### src/rtl/inst_fetch_ctrl.sv
// Instruction fetch sequencer: owns the fetch PC, reads the combinational ROM,
// and buffers fetched words in a small prefetch FIFO ahead of decode.
module inst_fetch_ctrl #(
  parameter int          DEPTH    = 2,
  parameter logic [31:0] RESET_PC = 32'h0000_0000,
  parameter int          ADDR_W   = 5
) (
  input  logic              clk,
  input  logic              resetn,
  input  logic              fetch_en,
  output logic [ADDR_W-1:0] rom_addr,
  input  logic [31:0]       rom_inst,
  output logic              out_valid,
  input  logic              out_ready,
  output logic [31:0]       out_inst,
  output logic [31:0]       out_pc,
  input  logic              redirect_valid,
  input  logic [31:0]       redirect_pc,
  output logic              misalign_err,
  output logic [31:0]       fetch_pc
);

  localparam int PTR_W = (DEPTH > 1) ? $clog2(DEPTH) : 1;
  localparam int CNT_W = $clog2(DEPTH + 1);

  logic [31:0]      pc_q, pc_d;
  logic [PTR_W-1:0] rd_ptr_q, rd_ptr_d;
  logic [PTR_W-1:0] wr_ptr_q, wr_ptr_d;
  logic [CNT_W-1:0] count_q, count_d;
  logic             misalign_q, misalign_d;
  logic [31:0]      pc_mem_q   [DEPTH];
  logic [31:0]      pc_mem_d   [DEPTH];
  logic [31:0]      inst_mem_q [DEPTH];
  logic [31:0]      inst_mem_d [DEPTH];
  logic             push;
  logic             pop;

  function automatic logic [PTR_W-1:0] ptr_inc(input logic [PTR_W-1:0] p);
    if (p == PTR_W'(DEPTH - 1)) begin
      return '0;
    end
    return p + 1'b1;
  endfunction

  // Push looks at the starting count only, so a full FIFO skips a cycle even if it pops.
  assign push = fetch_en && !redirect_valid && (count_q < CNT_W'(DEPTH));
  assign pop  = (count_q != '0) && out_ready && !redirect_valid;

  always_comb begin
    pc_d       = pc_q;
    rd_ptr_d   = rd_ptr_q;
    wr_ptr_d   = wr_ptr_q;
    count_d    = count_q;
    misalign_d = misalign_q;
    pc_mem_d   = pc_mem_q;
    inst_mem_d = inst_mem_q;
    if (redirect_valid) begin
      pc_d       = {redirect_pc[31:2], 2'b00};
      rd_ptr_d   = '0;
      wr_ptr_d   = '0;
      count_d    = '0;
      misalign_d = misalign_q | (redirect_pc[1:0] != 2'b00);
    end else begin
      if (push) begin
        pc_mem_d[wr_ptr_q]   = pc_q;
        inst_mem_d[wr_ptr_q] = rom_inst;
        wr_ptr_d             = ptr_inc(wr_ptr_q);
        pc_d                 = pc_q + 32'd4;
      end
      if (pop) begin
        rd_ptr_d = ptr_inc(rd_ptr_q);
      end
      case ({push, pop})
        2'b10:   count_d = count_q + 1'b1;
        2'b01:   count_d = count_q - 1'b1;
        default: count_d = count_q;
      endcase
    end
  end

  always_ff @(posedge clk or negedge resetn) begin
    if (!resetn) begin
      pc_q       <= RESET_PC;
      rd_ptr_q   <= '0;
      wr_ptr_q   <= '0;
      count_q    <= '0;
      misalign_q <= 1'b0;
      for (int i = 0; i < DEPTH; i++) begin
        pc_mem_q[i]   <= '0;
        inst_mem_q[i] <= '0;
      end
    end else begin
      pc_q       <= pc_d;
      rd_ptr_q   <= rd_ptr_d;
      wr_ptr_q   <= wr_ptr_d;
      count_q    <= count_d;
      misalign_q <= misalign_d;
      pc_mem_q   <= pc_mem_d;
      inst_mem_q <= inst_mem_d;
    end
  end

  // Upper PC bits are ignored for the ROM, so addresses alias across the ROM size.
  assign rom_addr     = pc_q[ADDR_W+1:2];
  assign fetch_pc     = pc_q;
  assign misalign_err = misalign_q;
  assign out_valid    = (count_q != '0);
  assign out_inst     = out_valid ? inst_mem_q[rd_ptr_q] : '0;
  assign out_pc       = out_valid ? pc_mem_q[rd_ptr_q] : '0;

endmodule

### config.mk
export PLATFORM = sky130hd
export DESIGN_NAME = inst_fetch_ctrl
export DESIGN_NICKNAME = d
export VERILOG_FILES = /design/src/rtl/inst_fetch_ctrl.sv
export SDC_FILE = /design/constraint.sdc
export NUM_CORES = 1
export LEC_CHECK = 0
export ABC_AREA = 1
export ABC_CLOCK_PERIOD_IN_PS = 4300
export BUFFER_PORTS_ARGS = -buffer_cell sky130_fd_sc_hd__buf_4
export CAP_MARGIN = 20
export CORE_ASPECT_RATIO = 1.2
export CORE_MARGIN = 2
export CORE_UTILIZATION = 30
export DETAILED_ROUTE_END_ITERATION = 7
export GPL_ROUTABILITY_DRIVEN = 0
export GPL_TIMING_DRIVEN = 0
export HOLD_SLACK_MARGIN = 0.06
export SLEW_MARGIN = 30
export SYNTH_ARGS = -nofsm -noshare
export SYNTH_HDL_FRONTEND = slang
export SYNTH_SLANG_ARGS = --single-unit
### constraint.sdc
create_clock -name clk -period 4.3 [get_ports clk]
set_clock_uncertainty 0.2 [all_clocks]
set_input_delay 0.215 -clock clk [delete_from_list [all_inputs] [get_ports clk]]
set_output_delay 0.215 -clock clk [all_outputs]
set_load 0.01 [all_outputs]
==> results by group <==
Status
  • Status: completed

Clock tree
  • CTS sink count: 159
  • Total CTS buffers: 17
  • CTS root buf: clkbuf_16
  • PostCTS Resize Cnt: 0
  • Clock transition at path regs: about 70 ps
  • Worst skew pair latency: 420 ps
  • CTS tree: built
  • Htree depth: 4
  • Clk buf depth: 2

Floorplanning
  • Initial core utilization: 30.5%
  • I/O pin total: 172
  • Vert. Die Dim: 183 µm
  • Die ar.: 27,900 µm²
  • Die Width: about 150 µm
  • # rows: 65
  • Core Area: roughly 26,000 µm²

Final layout
  • Share of cells above drive strength 1: 19.8%
  • Area Overhead vs Synth: 38.1%
  • Final nets: between 1,000 and 1,500
  • Diode count: 0
  • Final Cell Area: between 10,000 and 15,000 µm²

Synthesis
  • Ys async rst share: 100%
  • FF+latch count, synth: between 150 and 200
  • Synth Area in Adders: less than 1%
  • Post-Synth XOR/XNOR Area: less than 1%
  • Most numerous cell types in the synthesized netlist: nand2_1 (384), dfrtp_1 (159), o21ai_1 (100)
  • Main combinational cell family by area after synthesis: simple AND/OR/NAND/NOR gates
  • Mapped Cells: 1,046
  • Area contributors post-synth: dfrtp_1 (50%), nand2_1 (18%), o21ai_1 (6.3%)
  • Distinct cell type count after synthesis: 31
  • Sequential-to-total area share from yosys stat: between 40% and 50%
  • Area leader, netlist: dfrtp_1
  • Syn Area/Cell: around 7.6 µm²
  • Cell Area, Synth: roughly 8000 µm²
  • Yosys Warn Count: 0
  • Main flop type after synthesis: dfrtp_1
  • Top-area cell type share of the netlist area: 49.9%
  • Post-Synth Simple-Gate Area: 25.6%
  • Synth Area in Compound Gates: 14.6%
  • Post-synth EDFFs: 0
  • Mux cell area share after synthesis: 0%
  • Cell with the most instances after synthesis: nand2_1

Pwr
  • Leak Pwr: 5.36 nW
  • Cell Pwr Density: 531 nW/µm²
  • Max rail drop VDD: 0.277 mV

Place
  • Post-place setup slack: 1980 ps
  • Placed cell area: 9700 µm²
  • DP Wirelength: 18.3 mm
  • Port Buffers: 167

STA
  • Sum of negative setup slack: 0 ps
  • Final Hold Vio Count: 0
  • Final Slew Violations: 0
  • Slew HR: ~55%
  • Actual slew at the worst max-slew pin: 677 ps
  • Final clock period utilization by the worst path: between 60% and 70%
  • RSZ-0062 raised after global routing: false
  • Final WS setup: 1540 ps
  • Fmax: 362 MHz
  • Final min period: around 2800 ps
  • Setup violations, final: 0

Critical path
  • Setup CP Type: flip-flop to output pin
  • Maximum fanout along the worst path: 10
  • Critical path launch point type: flip-flop
  • Critical Path RT: a little under 4000 ps
  • Internal reg-to-reg setup slack: 2070 ps
  • Crit path DAT: 2350 ps
  • Crit. End Element: output pin

Global route
  • Grt ovf: 0
  • All-Layer GR Usage: 18.3%
  • First-pass GRT wire length: 40.5 mm
  • Initial antenna violation count: 0
  • Vias in the first global route: 7,628
  • Largest net degree at the start of global routing: 85

Detailed routing
  • Via count: 7,742
  • DR vias/cell: 4.68
  • Iter 0 DRT Violations: slightly below 500
  • Router iterations before antenna repair: 5
  • Remaining DRCs: 0
  • DRT antenna net count: 0
  • Wire length per cell: 15.4 µm
  • Final WL: 25.5 mm

Flow run
  • Maximum Capacitance Violations: 0

Worst hold path
  • Worst hold path type: primary input to flip-flop
[worst paths after layout]
path	from	to	depth (start not counted)
max	rd_ptr_q	out_pc[31]	6
min	fetch_en	fetch_pc[23]	6
max reg2reg	count_q[1]	fetch_pc[9]	7
min reg2reg	misalign_err	misalign_err	1
max in group asynchronous	resetn	inst_mem_q[1]	3
min in group asynchronous	resetn	misalign_err	2
[layout make-up]
cell class / count / area (µm²)
tap: 335 / 419
clock inverter: 10 / 135
multi-input combinational: 734 / 3280
inverter: 93 / 352
fill: 2737 / 15200
clock buffer: 22 / 474
buffer: 63 / 378
sequential: 159 / 3980
timing repair buffer: 239 / 2000
[registers in the layout (all words and copies together), names as in the netlist]
name,flops
count_q,2
rd_ptr_q,1
misalign_err,1
fetch_pc,30
wr_ptr_q,1
pc_mem_q,60
inst_mem_q,64
[per-stage QoR]
step	util, %	instances	hold slack, ps	power [mW]
3_3_place_gp	36.9	1551	237	4.22
2_1_floorplan	-	1049	-281	3.39
5_1_grt	42.1	1655	104	6.24
4_1_cts	42.1	1655	61.2	5.91
3_5_place_dp	37.0	1552	44.1	4.26
6_report	42.1	1655	67.0	5.85
[routing by layer]
metal / wire length (µm) / track usage [%] / vias to the layer above
li1: - / - / 3840
met1: 11400 / 23.7 / 3677
met2: 12800 / 31.9 / 202
met3: 1010 / 2.49 / 23
met4: 358 / 5.48 / 0
met5: 0 / 0 / -
[timing repair]
item	4_1_cts	5_1_grt
buffers inserted	0	0
hold endpoints to repair	172	0
hold buffers	71	0
setup endpoints to repair	0	0
[logic make-up after synthesis]
| family | count (synthesis) |
|---|---|
| flip-flops | 159 |
| adder cells (fa/ha/maj) | 1 |
| other | 1 |
| AO/OA/AOI/OAI | 219 |
| AND/OR/NAND/NOR | 504 |
| buffers and inverters | 156 |
| XOR/XNOR | 6 |
[where the power goes]
group | internal, mW | switching (mW) | leakage, nW
clock | 0.958 | 0.610 | 0.300
combinational | 0.836 | 1.13 | 3.07
sequential | 2.00 | 0.316 | 1.99
[layout by cell type (no fill, tap or decap), types with 12 or more instances in the layout]
| master | Yosys | routed |
|---|---|---|
| o21ai_1 | 100 | 100 |
| dlygate4sd3_1 | 0 | 71 |
| o21ai_0 | 33 | 33 |
| nand3_1 | 50 | 50 |
| a21oi_1 | 65 | 65 |
| dfrtp_1 | 159 | 159 |
| buf_4 | 9 | 175 |
| clkbuf_16 | 0 | 17 |
| o21ai_2 | 12 | 12 |
| inv_1 | 90 | 90 |
| nand2_1 | 384 | 384 |
| clkbuf_1 | 32 | 34 |
| buf_6 | 13 | 13 |
| nor2_1 | 48 | 48 |
[critical path, stage by stage, from the launching register on]
cell	delay (ps)
dfrtp_1	360
clkbuf_1	260
inv_2	280
clkbuf_1	420
nand2_1	90
a21oi_1	320
buf_4	190
(Power assumes the default switching activity.)
